===== src/rtl/fp_accumulator.sv =====
// Running IEEE-754 single-precision accumulator with a five-state multi-cycle adder.
// Round toward zero, flush-to-zero for denormals, sticky overflow and NaN flags.
module fp_accumulator #(
    parameter int unsigned COUNT_W = 8,
    parameter int unsigned GUARD_W = 2
) (
    input  logic               clk,
    input  logic               rst,
    input  logic               in_valid,
    output logic               in_ready,
    input  logic [31:0]        in_data,
    input  logic               clear,
    output logic [31:0]        acc_out,
    output logic [COUNT_W-1:0] count,
    output logic               busy,
    output logic               ovf,
    output logic               nan_flag
);

    localparam int unsigned SW   = 24 + GUARD_W;
    localparam int unsigned LZ_W = $clog2(SW + 1);
    localparam logic [7:0]  SW8  = 8'(SW);

    typedef enum logic [2:0] {IDLE, ALIGN, ADD, NORM, WRITE} state_t;
    typedef enum logic [1:0] {SPEC_NONE, SPEC_INF, SPEC_NAN} spec_t;

    state_t state, state_next;
    logic   ready_en;

    // Captured operand and per-stage registers
    logic [31:0]   operand;
    logic [SW-1:0] al_sig_a, al_sig_b;
    logic          al_sign_a, al_sign_b;
    logic [7:0]    al_exp;
    spec_t         al_spec;
    logic          al_spec_sign;
    logic [SW:0]   sum_mag;
    logic          sum_sign;
    logic [SW-1:0] nm_sig;
    logic [9:0]    nm_exp;
    logic          nm_sign, nm_zero, nm_over;

    // ALIGN combinational signals
    logic          a_sign, b_sign;
    logic [7:0]    a_exp, b_exp, exp_diff, big_exp;
    logic [22:0]   a_frac, b_frac;
    logic          a_nan, b_nan, a_inf, b_inf;
    logic [SW-1:0] a_ext, b_ext, sig_a_al, sig_b_al;
    spec_t         spec_c;
    logic          spec_sign_c;

    // ADD / NORM combinational signals
    logic [SW:0]     add_mag;
    logic            add_sign;
    logic [LZ_W-1:0] lz;
    logic            lz_found;
    logic [SW-1:0]   norm_sig_c;
    logic [9:0]      norm_exp_c;
    logic            norm_zero_c, norm_under_c, norm_over_c;

    // ---------------- FSM ----------------
    always_ff @(posedge clk or posedge rst) begin
        if (rst) begin
            state    <= IDLE;
            ready_en <= 1'b0;
        end else begin
            state    <= state_next;
            ready_en <= 1'b1;
        end
    end

    always_comb begin
        state_next = state;
        if (clear) begin
            state_next = IDLE;
        end else begin
            case (state)
                IDLE:    if (in_valid && in_ready) state_next = ALIGN;
                ALIGN:   state_next = ADD;
                ADD:     state_next = NORM;
                NORM:    state_next = WRITE;
                WRITE:   state_next = IDLE;
                default: state_next = IDLE;
            endcase
        end
    end

    // ready_en keeps in_ready low until the first edge after reset releases
    always_comb begin
        busy     = (state != IDLE);
        in_ready = ready_en && (state == IDLE) && !clear;
    end

    // ---------------- ALIGN ----------------
    always_comb begin
        a_sign = acc_out[31];
        a_exp  = acc_out[30:23];
        a_frac = acc_out[22:0];
        b_sign = operand[31];
        b_exp  = operand[30:23];
        b_frac = operand[22:0];

        a_nan = (a_exp == 8'hFF) && (a_frac != '0);
        b_nan = (b_exp == 8'hFF) && (b_frac != '0);
        a_inf = (a_exp == 8'hFF) && (a_frac == '0);
        b_inf = (b_exp == 8'hFF) && (b_frac == '0);

        // Exponent zero covers both true zero and flushed denormals
        a_ext = (a_exp == '0) ? '0 : {1'b1, a_frac, {GUARD_W{1'b0}}};
        b_ext = (b_exp == '0) ? '0 : {1'b1, b_frac, {GUARD_W{1'b0}}};

        sig_a_al = a_ext;
        sig_b_al = b_ext;
        if (a_exp >= b_exp) begin
            big_exp  = a_exp;
            exp_diff = a_exp - b_exp;
            sig_b_al = (exp_diff >= SW8) ? '0 : (b_ext >> exp_diff);
        end else begin
            big_exp  = b_exp;
            exp_diff = b_exp - a_exp;
            sig_a_al = (exp_diff >= SW8) ? '0 : (a_ext >> exp_diff);
        end

        spec_c      = SPEC_NONE;
        spec_sign_c = 1'b0;
        if (a_nan || b_nan || (a_inf && b_inf && (a_sign != b_sign))) begin
            spec_c = SPEC_NAN;
        end else if (a_inf) begin
            spec_c      = SPEC_INF;
            spec_sign_c = a_sign;
        end else if (b_inf) begin
            spec_c      = SPEC_INF;
            spec_sign_c = b_sign;
        end
    end

    // ---------------- ADD ----------------
    always_comb begin
        if (al_sign_a == al_sign_b) begin
            add_mag  = {1'b0, al_sig_a} + {1'b0, al_sig_b};
            add_sign = al_sign_a;
        end else if (al_sig_a >= al_sig_b) begin
            add_mag  = {1'b0, al_sig_a} - {1'b0, al_sig_b};
            add_sign = al_sign_a;
        end else begin
            add_mag  = {1'b0, al_sig_b} - {1'b0, al_sig_a};
            add_sign = al_sign_b;
        end
    end

    // ---------------- NORM ----------------
    always_comb begin
        lz       = '0;
        lz_found = 1'b0;
        for (int unsigned i = 0; i < SW; i++) begin
            if (!lz_found && sum_mag[SW-1-i]) begin
                lz       = LZ_W'(i);
                lz_found = 1'b1;
            end
        end

        if (sum_mag[SW]) begin
            norm_sig_c = sum_mag[SW:1];
            norm_exp_c = {2'b00, al_exp} + 10'd1;
        end else begin
            norm_sig_c = sum_mag[SW-1:0] << lz;
            norm_exp_c = {2'b00, al_exp} - 10'(lz);
        end

        // norm_exp_c is two's complement; bit 9 marks an underflowed exponent
        norm_zero_c  = (sum_mag == '0);
        norm_under_c = norm_exp_c[9] || (norm_exp_c == '0);
        norm_over_c  = !norm_exp_c[9] && (norm_exp_c >= 10'd255);
    end

    // ---------------- datapath registers ----------------
    always_ff @(posedge clk or posedge rst) begin
        if (rst) begin
            operand      <= '0;
            al_sig_a     <= '0;
            al_sig_b     <= '0;
            al_sign_a    <= 1'b0;
            al_sign_b    <= 1'b0;
            al_exp       <= '0;
            al_spec      <= SPEC_NONE;
            al_spec_sign <= 1'b0;
            sum_mag      <= '0;
            sum_sign     <= 1'b0;
            nm_sig       <= '0;
            nm_exp       <= '0;
            nm_sign      <= 1'b0;
            nm_zero      <= 1'b0;
            nm_over      <= 1'b0;
            acc_out      <= '0;
            count        <= '0;
            ovf          <= 1'b0;
            nan_flag     <= 1'b0;
        end else if (clear) begin
            acc_out  <= '0;
            count    <= '0;
            ovf      <= 1'b0;
            nan_flag <= 1'b0;
        end else begin
            case (state)
                IDLE: begin
                    if (in_valid && in_ready) operand <= in_data;
                end
                ALIGN: begin
                    al_sig_a     <= sig_a_al;
                    al_sig_b     <= sig_b_al;
                    al_sign_a    <= a_sign;
                    al_sign_b    <= b_sign;
                    al_exp       <= big_exp;
                    al_spec      <= spec_c;
                    al_spec_sign <= spec_sign_c;
                end
                ADD: begin
                    sum_mag  <= add_mag;
                    sum_sign <= add_sign;
                end
                NORM: begin
                    nm_sig  <= norm_sig_c;
                    nm_exp  <= norm_exp_c;
                    nm_sign <= sum_sign;
                    nm_zero <= norm_zero_c || norm_under_c;
                    nm_over <= norm_over_c;
                end
                WRITE: begin
                    if (count != '1) count <= count + 1'b1;
                    if (nan_flag || (al_spec == SPEC_NAN)) begin
                        acc_out  <= 32'h7FC0_0000;
                        nan_flag <= 1'b1;
                    end else if (al_spec == SPEC_INF) begin
                        acc_out <= {al_spec_sign, 8'hFF, 23'd0};
                    end else if (nm_zero) begin
                        acc_out <= '0;
                    end else if (nm_over) begin
                        acc_out <= {nm_sign, 8'hFF, 23'd0};
                        ovf     <= 1'b1;
                    end else begin
                        acc_out <= {nm_sign, nm_exp[7:0], nm_sig[SW-2 -: 23]};
                    end
                end
                default: ;
            endcase
        end
    end

endmodule


===== config.mk =====
export PLATFORM = sky130hd
export DESIGN_NAME = fp_accumulator
export DESIGN_NICKNAME = d
export VERILOG_FILES = /design/src/rtl/fp_accumulator.sv
export SDC_FILE = /design/constraint.sdc
export NUM_CORES = 1
export LEC_CHECK = 0
export BUFFER_PORTS_ARGS = -buffer_cell sky130_fd_sc_hd__buf_2
export CAP_MARGIN = 20
export CORE_ASPECT_RATIO = 1.1
export CORE_MARGIN = 1
export CORE_UTILIZATION = 30
export DETAILED_ROUTE_END_ITERATION = 6
export MAX_ROUTING_LAYER = met4
export PLACE_DENSITY = 0.42
export SYNTH_ARGS = -nofsm -noshare
export SYNTH_HDL_FRONTEND = slang
export SYNTH_SLANG_ARGS = --single-unit

===== constraint.sdc =====
create_clock -name clk -period 8.5 [get_ports clk]
set_clock_uncertainty 0.2 [all_clocks]
set_input_delay 0.85 -clock clk [delete_from_list [all_inputs] [get_ports clk]]
set_output_delay 0.85 -clock clk [all_outputs]
set_load 0.005 [all_outputs]

### Word level (Yosys, flattened, before mapping)

Index checks and enable logic that the tools add are counted.

| operators by class | value |
|---|---|
| shift-type cells | 3 |
| add/subtract/negate cells | 8 |
| reduce and logical (&&, ||, !) cells | 88 |
| multiplexer cells | 90 |
| equality and inequality tests | 15 |
| magnitude comparators | 5 |
| bitwise gates (word level) | 1 |

Operators by type and width:

| kind | count |
|---|---|
| two-way mux 32 bit | 5 |
| two-way mux 26 bit | 6 |
| two-way mux 5 bit | 24 |
| two-way mux 27 bit | 2 |
| subtractor 26 x 26 -> 27 bit | 2 |
| right shift 26 x 8 -> 26 bit | 2 |
| logical NOT 23 bit | 2 |
| nonzero test 23 bit | 2 |
| two-way mux 1 bit | 42 |
| logical AND 1 bit | 35 |
| two-way mux 8 bit | 4 |
| two-way mux 31 bit | 1 |
| adder 26 x 26 -> 27 bit | 1 |
| logical NOT 1 bit | 27 |
| logical NOT 27 bit | 1 |
| greater-or-equal comparator 26 bit | 1 |
| left shift 26 x 5 -> 25 bit | 1 |
| two-way mux 25 bit | 1 |
| == test 8 bit, second input constant | 2 |
| greater-or-equal comparator 8 x 5 -> 1 bit, second input constant | 2 |
| logical NOT 8 bit | 2 |
| subtractor 8 bit | 2 |
| case mux 3 bit (4 select lines) | 1 |
| greater-or-equal comparator 10 x 8 -> 1 bit, second input constant | 1 |
| other kinds (26) | 41 |

| word-level totals | value |
|---|---|
| output and inout bits | 44 |
| register bits | 207 |
| logic and storage cells | 231 |
| input bits | 36 |

### Longest topological paths before layout

Gate-level depths: netlist (run 1).

| depth | value |
|---|---|
| word-level depth | 81 |
| mapped depth | 21 |
| depth with buffers taken out | 19 |

### Worst setup path after synthesis (run 1)

OpenSTA, ideal clock, no wires.

| path | value |
|---|---|
| path type | register to register |
| start | register sum_mag[17] |
| end | register nm_over |
| stages on the path, launching flop included | 21 |
| path buffers | 1 |
| setup time | 0.064 ns |
| arrival | 3.692 ns |
| clock period less this slack | 3.956 ns |
| required time | 8.236 ns |
| setup slack | 4.544 ns |
| cell sequence | dfrtp_1 -> or4_4 -> nor3_2 -> nand4bb_1 -> o211a_1 -> a21boi_2 -> nand2_2 -> inv_2 -> buf_6 -> ha_1 -> inv_1 -> fa_1 -> a21o_1 -> a21oi_1 -> o211ai_1 -> nand2_1 -> xnor2_1 -> nor3_1 -> nand4_1 -> a21oi_1 -> a21o_1 |

| on the way | value |
|---|---|
| cells in the longest elaborated chain, start to end | 57 |
| elaborated cells between the ends (all ways) | 75 |
| those cells by class | 1 x add/sub; 1 x order compare; 36 x mux; 37 x reduce/logical |

RTL lines:

| element | line | text |
|---|---|---|
| start, declared | 37 | `logic [SW:0] sum_mag;` |
| start signal, assigned | 218 | `sum_mag <= add_mag;` |
| logical AND 1 bit * | 156 | `if (!lz_found && sum_mag[SW-1-i]) begin` |
| two-way mux 1 bit | 156 |  |
| logical NOT 1 bit | 156 |  |
| logical AND 1 bit | 156 |  |
| two-way mux 1 bit | 156 |  |
| logical NOT 1 bit | 156 |  |
| logical AND 1 bit | 156 |  |
| two-way mux 1 bit | 156 |  |
| (+41 left out) | - |  |
| two-way mux 1 bit | 156 |  |
| logical NOT 1 bit | 156 |  |
| logical AND 1 bit | 156 |  |
| two-way mux 5 bit * | 156 |  |
| subtractor 8 x 5 -> 9 bit * | 167 | `norm_exp_c = {2'b00, al_exp} - 10'(lz);` |
| two-way mux 10 bit * | 162 | `if (sum_mag[SW]) begin` |
| greater-or-equal comparator 10 x 8 -> 1 bit or logical NOT 1 bit (tied branches) | 173 | `norm_over_c = !norm_exp_c[9] && (norm_exp_c >= 10'd255);` |
| logical AND 1 bit * | 173 |  |
| end signal, assigned | 226 | `nm_over <= norm_over_c;` |
| end, declared | 41 | `logic nm_sign, nm_zero, nm_over;` |

Mark *: on every way between the ends. The rest lies on a longest branch, timed or not.
A chain may end at the register's enable or synchronous reset.

### Final worst setup path (run 1)

| path | value |
|---|---|
| start | register sum_mag[23] |
| end | register nm_over |

| on the way | value |
|---|---|
| cells in the longest elaborated chain, start to end | 75 |
| elaborated cells between the ends (all ways) | 99 |
| those cells by class | 1 x add/sub; 1 x order compare; 48 x mux; 49 x reduce/logical |

RTL lines:

| element | line |
|---|---|
| logical AND 1 bit * | 156 |
| two-way mux 1 bit | 156 |
| logical NOT 1 bit | 156 |
| logical AND 1 bit | 156 |
| two-way mux 1 bit | 156 |
| logical NOT 1 bit | 156 |
| logical AND 1 bit | 156 |
| two-way mux 1 bit | 156 |
| (+59 left out) | - |
| two-way mux 1 bit | 156 |
| logical NOT 1 bit | 156 |
| logical AND 1 bit | 156 |
| two-way mux 5 bit * | 156 |
| subtractor 8 x 5 -> 9 bit * | 167 |
| two-way mux 10 bit * | 162 |
| greater-or-equal comparator 10 x 8 -> 1 bit or logical NOT 1 bit (tied branches) | 173 |
| logical AND 1 bit * | 173 |

Marks and branches as above.

==> results of run 1 <==
## state kept, by name, indices dropped and copies added (netlist names), 23 cells and up
name,count
al_sig_b,26
nm_sig,23
acc_out,32
operand,32
sum_mag,27
al_sig_a,26
## worst min path at each step
stage                           endpoint  slack [ns]
floorplan            nm_sign$_DFFE_PP0P_        0.24
global placement     nm_sign$_DFFE_PP0P_        0.26
detailed placement   nm_sign$_DFFE_PP0P_        0.27
CTS                 count[5]$_DFFE_PP0P_        0.21
global route        count[5]$_DFFE_PP0P_        0.23
finish              count[5]$_DFFE_PP0P_        0.19
## worst reg2reg max path, delay by kind of cell, from the launching register on
family,cells,cell delay [ns]
simple gates,7,1.70
fa+ha+maj,2,0.64
flops,1,0.47
compound gates,7,1.32
xor+xnor,1,0.09
buf+inv,2,0.49
## per-stage QoR
step | hold WS (ns) | setup slack [ns] | utilization (%)
5_1_grt | 0.2253 | 3.184 | 33.65
3_5_place_dp | 0.2686 | 3.568 | 32.22
6_report | 0.1880 | 3.512 | 33.66
2_1_floorplan | 0.2377 | 1.854 | -
4_1_cts | 0.2063 | 3.540 | 33.65
3_3_place_gp | 0.2576 | 3.669 | 32.16
## per-layer routing
layer | global-route usage, % | up-vias | wire (um)
li1 | - | 7604 | -
met1 | 30.35 | 8026 | 30360
met4 | 5.792 | 0 | 1723
met3 | 1.994 | 83 | 2563
met5 | - | - | 0
met2 | 38.15 | 435 | 32730
## power by group through the flow
stage,sequential [mW],clock [mW],combinational [mW]
finish,1.65,1.09,5.01
CTS,1.65,1.13,4.97
detailed placement,1.66,0,4.96
floorplan,1.47,0,3.64
global placement,1.65,0,4.99
global route,1.69,1.16,5.44
## layout make-up
class	count	area, um2	share of cell area [%]
tap	752	940.9	4.857
timing repair buffer	109	633.1	3.268
clock inverter	7	73.82	0.3811
inverter	134	510.5	2.635
sequential	205	5130	26.48
multi-input combinational	1614	11330	58.48
clock buffer	37	752.0	3.882
antenna	1	2.502	0.01292
## layout by cell type (no fill, tap or decap), types with 52 or more instances in the layout
cell       n
buf_2     80
mux2i_1  106
nor2_1   161
o21ai_0  154
inv_1    131
nand2_1  204
a21oi_1  165
ha_1      99
mux2_2    52
dfrtp_1  205
## logic make-up after synthesis
family,synth area share [%]
other,0.02139
flip-flops,29.25
XOR/XNOR,2.348
multiplexers,11.92
AND/OR/NAND/NOR,16.98
AO/OA/AOI/OAI,25.11
buffers and inverters,6.550
adder cells (fa/ha/maj),7.820
==> flow_summary.ini, run 1 <==
[job]
drv_cap = 0

[detailed_routing]
num_vias = 16150
drt_wl_total_mm = 67.37
drt-vias-per-instance = 5.648
post_drt_wl_per_cell_um = 23.56
drc = 0
drt_pre_antenna_iters = 5
drt_iter0_drc = 1296
ant_nets = 0

[critical_path]
path_buf_inv = 2
crit_chain = nor4_4, and3b_1, nand2_2, o211a_1, a21boi_2, nand2_2, inv_2, ha_1, inv_1, fa_1, a21o_1, a21oi_1, o211ai_1, nand2_1, xnor2_1, nor3_1, nand4_1, a21oi_1, a21o_1
r2r_start = sum_mag[23]$_DFFE_PP0P_
crit_path_end_kind = flip-flop
slowest_delay_ns = 0.47
slowest_stage = dfrtp_1
critPathLaunch = sum_mag[23]$_DFFE_PP0P_
path_class = reg2reg
path_max_fanout = 20
cp.depth = 19
crit_path_end = nm_over$_DFFE_PP0P_
r2r_end = nm_over$_DFFE_PP0P_
cp.arrival_ns = 5.30
start_kind = flip-flop
r2r_cells = 19
cp.required_ns = 8.81
r2r_setup_slack_ns = 3.51
cpLargestDelayFamily = simple AND/OR/NAND/NOR gates

[yosys]
synth_top_area_cell = dfrtp_1
synth_common_cells = dfrtp_1 (205), nand2_1 (205), a21oi_1 (166)
syn_area_per_cell_um2 = 8.402
synth_warnings = 0
syn_nets = 2229
synth.area.top_cells = dfrtp_1 (29%), ha_1 (7.1%), mux2i_1 (6.1%)
async_flop_share_pct = 100.0
syn_area_mm2 = 0.01754
ys_seq_area_share_pct = 29.25
synth.distinct_cells = 107
ys.flop_type = dfrtp_1
ys_seq_elements = 205
syn_inst = 2087
synth-edff-count = 0
synth_top_cell_area_share_pct = 29.25

[clock_tree]
numCtsBuffers = 26
cts_tree = done
root_buffer = clkbuf_16
h-tree-depth = 1
clock_latency_ns = 0.57
hold_buffers = 0
clock_path_buffers = 3
cts.repair.resized = 0
clk_pin_slew_worst_paths_ns = 0.06
cts_setup_buffers = 0
cts_sinks = 205

[placed_design]
dpl_cell_area_mm2 = 0.01854
dp_hpwl_mm = 52.10
placedCellCount = 2814
place_congestion = 0.9183
numPortBuffers = 79

[power_and_ir_drop]
combinationalPowerShare_pct = 64.6
power.total_mw = 7.751
power_frac_clock_pct = 14.1
leakagePower_nw = 8.499
p_switching_mw = 4.076
swShare_pct = 52.59
p_int_mw = 3.674
vdd_drop_max_uv = 195.5
power-per-cell-area_mw_per_mm2 = 400.1
seqPwrFrac_pct = 21.3

[grt]
grt_max_degree = 96
grtUsageTotal_pct = 23.12
grt_overflow_total = 0
grt_pass1_wl_mm = 102.1
grt_pass1_vias = 15760
grt_antenna_before_repair = 1

[timing]
worstMarginPinSlew_ns = 0.8929
fmax_ghz = 0.2005
report.final.slew_viol_count = 0
min_period_ns = 4.988
final_hold_viol_count = 0
rsz0062_at_grt = no
timing.setup.tns_ns = 0
finalSetupViolCount = 0
fin_crit_sh_pct = 58.69
max_slew_margin_pct = 40.47

[final_layout]
fin_area_mm2 = 0.01937
layout-drive-gt1-share_pct = 13.34
fin_nets = 2232
fill_cells = 6114
syn_to_final_growth_pct = 10.47
final_cells = 2859

[worst_hold_path]
hp-class = in2async

[die]
fp.dieH_um = 255.6
dieArea_mm2 = 0.05942
start_util_pct = 30.47
rows = 92
ios = 80
die_w_um = 232.5
coreArea_mm2 = 0.05756

[run_status]
status = finished, final reports clean
Power figures use the tool's default switching activity.
==> run 2: changes to the inputs <==
Settings changed: ABC_AREA from default to 1.
Clock period 8.5 ns to 4.62 ns, I/O delays scaled along.
==> flow_summary.ini, run 2 <==
[die]
coreArea_mm2 = 0.06022
fp.dieH_um = 261.7
die_w_um = 238.1
rows = 94
dieArea_mm2 = 0.06229
start_util_pct = 30.54
ios = 80

[yosys]
synth.distinct_cells = 63
syn_area_mm2 = 0.01839
synth_top_cell_area_share_pct = 27.90
syn_area_per_cell_um2 = 6.479
ys.flop_type = dfrtp_1
ys_seq_area_share_pct = 27.90
synth_warnings = 0
post-synth-top-count-cell = nand2_1
synth_common_cells = nand2_1 (595), nand3_1 (406), inv_1 (319)
async_flop_share_pct = 100.0
syn_inst = 2838
synth_top_area_cell = dfrtp_1
synth-edff-count = 0
synth.area.top_cells = dfrtp_1 (28%), nand2_1 (12%), nand3_1 (11%)
ys_seq_elements = 205
syn_nets = 2980

[final_layout]
layout-drive-gt1-share_pct = 8.811
layout_common_cells = nand2_1 (593), nand3_1 (406), inv_1 (318)
n_antenna_cell = 0
fin_nets = 3051
layout_commonest_cell = nand2_1
largest_registers = acc_out: 32 flops, operand: 32 flops, sum_mag: 27 flops
fill_cells = 6751
final_util_pct = 35.08
multi_input_comb_area_mm2 = 0.01138
syn_to_final_growth_pct = 14.88
seq_area_mm2 = 0.005130

[detailed_routing]
drt_pre_antenna_iters = 6
drt-vias-per-instance = 5.347
drt_iter0_drc = 1528
ant_nets = 0
post_drt_wl_per_cell_um = 21.83
num_vias = 20020
drc = 0
drt_wl_total_mm = 81.71

[worst_hold_path]
worstHoldPathCells = 2
holdPathEnd = al_spec_sign$_DFFE_PP0P_
hold_start = al_spec_sign$_DFFE_PP0P_
hp-class = reg2reg

[critical_path]
cpLargestDelayFamily = simple AND/OR/NAND/NOR gates
r2r_start = sum_mag[11]$_DFFE_PP0P_
slowest_stage = dfrtp_1
cp.arrival_ns = 4.57
path_buf_inv = 3
crit_chain = inv_1, nand4_4, nor2_4, nand3_2, nor2_4, nand2_1, a21oi_1, inv_1, nand2_2, inv_1, ha_1, nand2_1, a21boi_0, o32ai_1, xor2_1, nand3_1, nand2_1, nand3_1, o21ai_0
cp.depth = 19
path_class = reg2reg
cp.required_ns = 4.90
start_kind = flip-flop
path_max_fanout = 11
slowest_delay_ns = 0.53
r2r_setup_slack_ns = 0.33
r2r_cells = 19
crit_path_end_kind = flip-flop
r2r_end = nm_over$_DFFE_PP0P_

[placed_design]
place_congestion = 0.9781
numPortBuffers = 79
dp_hpwl_mm = 64.48

[timing]
min_period_ns = 4.294
fmax_ghz = 0.2329
finalSetupViolCount = 0
fin_crit_sh_pct = 92.93
report.final.slew_viol_count = 0
max_slew_margin_pct = 38.33
final_hold_viol_count = 0
worstMarginPinSlew_ns = 0.9250
timing.setup.tns_ns = 0
rsz0062_at_grt = no

[power_and_ir_drop]
swShare_pct = 55.18
power_frac_clock_pct = 15.7
power-per-cell-area_mw_per_mm2 = 722.7
seqPwrFrac_pct = 19.6
p_switching_mw = 8.424
p_int_mw = 6.842
vdd_drop_max_uv = 317.0
combinationalPowerShare_pct = 64.7
leakagePower_nw = 10.24

[clock_tree]
cts_tree = done
clk_pin_slew_worst_paths_ns = 0.06
root_buffer = clkbuf_16
h-tree-depth = 1
numCtsBuffers = 28
cts_sinks = 205
cts_setup_buffers = 0
clock_path_buffers = 3
clock_latency_ns = 0.58

[grt]
grt_overflow_total = 0
grt_pass1_vias = 19400
grtUsageTotal_pct = 26.73
grt_max_degree = 122
grt_antenna_before_repair = 0
grt_pass1_wl_mm = 123.2

[job]
drv_cap = 0

[run_status]
status = finished, final reports clean
==> run 2: area by class of cell <==
type | instances | area share (%)
inverters | 341 | 6.077
flip-flops and latches | 205 | 24.28
repair buffers | 184 | 6.219
well taps | 816 | 4.833
multi-input cells | 2149 | 53.88
clock inverters | 9 | 0.7996
clock buffers | 40 | 3.909
==> run 2: kinds of logic (layout without fill, tap and decap cells) <==
family                   count (synthesis)  count (layout)  share of synthesized area [%]
flip-flops                             205             205                          27.90
other                                    1               1                        0.02039
AO/OA/AOI/OAI                          592             592                          18.33
AND/OR/NAND/NOR                       1402            1402                          33.59
XOR/XNOR                                42              42                          2.001
multiplexers                             6               6                         0.3674
buffers and inverters                  484             574                          10.34
adder cells (fa/ha/maj)                106             106                          7.458
==> run 2: through the flow <==
step	total power, mW	worst slack [ns]	hold slack, ns	std cells	area [um2]
floorplan	9.301	0.8953	0.2380	2838	18390
global placement	12.74	0.3586	0.2626	3660	19760
detailed placement	12.71	0.3576	0.2712	3661	19790
CTS	15.20	0.3344	0.2858	3744	21120
global route	16.46	0.01053	0.3127	3744	21120
finish	15.27	0.3265	0.2825	3744	21120
==> run 2: metal layers <==
layer	up-vias	part of all wire, %	GRT usage (%)
met4	0	3.1	8.066
met2	590	47	43.78
met1	9629	45	35.22
met5	-	0	-
li1	9690	-	-
met3	109	4.4	2.059
==> run 2: worst register-to-register path, delay by kind of cell (launching register included) <==
family | cells | cell delay [ns]
buf+inv | 3 | 0.70
flops | 1 | 0.53
compound gates | 4 | 0.80
simple gates | 10 | 1.17
fa+ha+maj | 1 | 0.42
xor+xnor | 1 | 0.38
==> run 2: worst max-delay path by stage <==
stage	startpoint	end	slack (ns)
after CTS	acc_out[23]$_DFFE_PP0P_	al_sig_b[5]$_DFFE_PP0P_	0.33
after floorplan	sum_mag[23]$_DFFE_PP0P_	nm_zero$_DFFE_PP0P_	0.90
after detailed placement	acc_out[23]$_DFFE_PP0P_	al_sig_b[2]$_DFFE_PP0P_	0.36
final	sum_mag[11]$_DFFE_PP0P_	nm_over$_DFFE_PP0P_	0.33
after global placement	acc_out[23]$_DFFE_PP0P_	al_sig_b[2]$_DFFE_PP0P_	0.36
after global routing	sum_mag[18]$_DFFE_PP0P_	nm_zero$_DFFE_PP0P_	0.01
==> run 2: power by group through the flow <==
stage / Combinational, mW / Clock [mW] / Sequential (mW)
after global placement: 9.72 / 0 / 3.01
final: 9.88 / 2.39 / 3.00
after floorplan: 6.62 / 0 / 2.68
after CTS: 9.75 / 2.46 / 3.00
after global routing: 10.9 / 2.52 / 3.06
after detailed placement: 9.69 / 0 / 3.02
==> run 2: timing repair <==
action	in CTS	in global routing
hold buffers	34	0
endpoints found under the setup margin	0	1
resized for setup	0	1
endpoints found under the hold margin	191	0
==> run 3: changes to the inputs <==
Clock period 4.62 ns to 5.3 ns, I/O delays scaled along.
==> flow_summary.ini, run 3 (synthesis results as in run 2) <==
[run_status]
status = finished, final reports clean

[timing]
fin_crit_sh_pct = 84.80
worstMarginPinSlew_ns = 0.9639
min_period_ns = 4.495
report.final.slew_viol_count = 0
timing.setup.tns_ns = 0
fmax_ghz = 0.2225
final_hold_viol_count = 0
max_slew_margin_pct = 35.67
rsz0062_at_grt = no
finalSetupViolCount = 0

[clock_tree]
clock_latency_ns = 0.58
cts_setup_buffers = 0
clk_pin_slew_worst_paths_ns = 0.06
cts.repair.resized = 0
numCtsBuffers = 27
root_buffer = clkbuf_16
hold_buffers = 23
cts_tree = done
cts_sinks = 205
h-tree-depth = 1
clock_path_buffers = 3

[critical_path]
cp.arrival_ns = 4.77
start_kind = flip-flop
slowest_stage = dfrtp_1
path_max_fanout = 18
cp.required_ns = 5.58
crit_path_end_kind = flip-flop
r2r_setup_slack_ns = 0.81
path_class = reg2reg
path_buf_inv = 3
crit_chain = inv_2, nand4_2, nor2_4, nand4_4, nor2_4, nand3_2, nor2_4, nand2_1, a21oi_1, inv_1, nand2_2, inv_1, ha_1, nand3_1, nand3_1, nand2_1, nand3_1, a21oi_1, xor2_1, nand4_1, nor3_1, a2bb2oi_1
cpLargestDelayFamily = simple AND/OR/NAND/NOR gates
slowest_delay_ns = 0.47

[placed_design]
dp_hpwl_mm = 63.70
place_congestion = 0.9971
numPortBuffers = 79

[worst_hold_path]
hp-class = in2async

[power_and_ir_drop]
power-per-cell-area_mw_per_mm2 = 623.6
swShare_pct = 56.40
power_frac_clock_pct = 14.7
p_switching_mw = 7.255
p_int_mw = 5.608
vdd_drop_max_uv = 270.2
leakagePower_nw = 9.976
seqPwrFrac_pct = 20.6
combinationalPowerShare_pct = 64.7

[detailed_routing]
num_vias = 19770
drt_pre_antenna_iters = 6
drt-vias-per-instance = 5.342
drt_iter0_drc = 1504
drc = 0
ant_nets = 0
drt_wl_total_mm = 81.24
post_drt_wl_per_cell_um = 21.95

[grt]
grt_max_degree = 153
grt_pass1_wl_mm = 122.5
grtUsageTotal_pct = 26.57
grt_pass1_vias = 19180
grt_overflow_total = 0
grt_antenna_before_repair = 1

[final_layout]
layout-drive-gt1-share_pct = 7.698
syn_to_final_growth_pct = 12.17
layout_common_cells = nand2_1 (593), nand3_1 (406), inv_1 (318)
largest_registers = acc_out: 32 flops, operand: 32 flops, sum_mag: 27 flops
final_util_pct = 34.25
layout_commonest_cell = nand2_1
fin_nets = 3006

[die]
die_w_um = 238.1
start_util_pct = 30.54
rows = 94
dieArea_mm2 = 0.06229
coreArea_mm2 = 0.06022
fp.dieH_um = 261.7
ios = 80

[job]
drv_cap = 0
-- run 3: changes by cell type in the layout (fill, tap and decap cells not counted), sizes merged --
cell | previous run | this run
clkbuf | 40 | 38
diode | 0 | 1
buf | 150 | 117
inv | 335 | 336
clkinv | 8 | 11
bufinv | 4 | 2
dlygate4sd3 | 34 | 23
-- run 3: area by class of cell --
type,count,area [um2]
Clock inverter,11,121.4
Antenna cell,1,2.502
Inverter,341,1284
Multi-Input combinational cell,2149,11380
Clock buffer,38,767.0
Tap cell,816,1021
Sequential cell,205,5130
Timing Repair Buffer,140,923.4
Fill cell,6782,39590
-- run 3: layer usage --
layer  wire length, um  vias up  track usage [%]
met5                 0        -                -
met4              2158        0            7.425
met3              3107       99            2.006
met2             38400      541            43.44
met1             37580     9543            35.30
li1                  -     9588                -
-- run 3: worst paths after layout --
kind | startpoint | endpoint | cells after the start
hold reg to reg | state[0]$_DFFE_PP0P_ | state[0]$_DFFE_PP0P_ | 1
min in group clk | in_data[30] | operand[30]$_DFFE_PP0P_ | 3
max in group asynchronous | rst | sum_mag[2]$_DFFE_PP0P_ | 3
setup reg to reg | sum_mag[20]$_DFFE_PP0P_ | nm_zero$_DFFE_PP0P_ | 22
setup / recovery | sum_mag[20]$_DFFE_PP0P_ | nm_zero$_DFFE_PP0P_ | 22
hold / removal | rst | count[6]$_DFFE_PP0P_ | 3
-- run 3: worst register-to-register path, stage by stage (launching register included) --
cell and delay, ns:
dfrtp_1 0.47, inv_2 0.14, nand4_2 0.18, nor2_4 0.17, nand4_4 0.12, nor2_4 0.16, nand3_2 0.15, nor2_4 0.16
nand2_1 0.07, a21oi_1 0.24, inv_1 0.09, nand2_2 0.28, inv_1 0.29, ha_1 0.40, nand3_1 0.10, nand3_1 0.11
nand2_1 0.11, nand3_1 0.07, a21oi_1 0.16, xor2_1 0.26, nand4_1 0.11, nor3_1 0.16, a2bb2oi_1 0.19
-- run 3: through the flow --
stage / std cells / hold slack, ns / instance area (um2) / power (mW) / setup WS, ns
global route: 3701 / 0.01103 / 20630 / 13.91 / 0.4350
finish: 3701 / 0.01682 / 20630 / 12.86 / 0.8055
detailed placement: 3628 / 0.2700 / 19510 / 10.85 / 0.9697
floorplan: 2838 / 0.2380 / 18390 / 8.108 / 1.575
CTS: 3700 / 0.004732 / 20620 / 12.82 / 0.8710
global placement: 3628 / 0.2607 / 19510 / 10.93 / 1.035
-- run 3: power by group through the flow --
stage	Sequential, mW	Combinational [mW]	Clock (mW)
3_3_place_gp	2.67	8.26	0
4_1_cts	2.66	8.22	1.94
3_5_place_dp	2.68	8.17	0
6_report	2.65	8.33	1.89
2_1_floorplan	2.34	5.77	0
5_1_grt	2.71	9.21	1.99
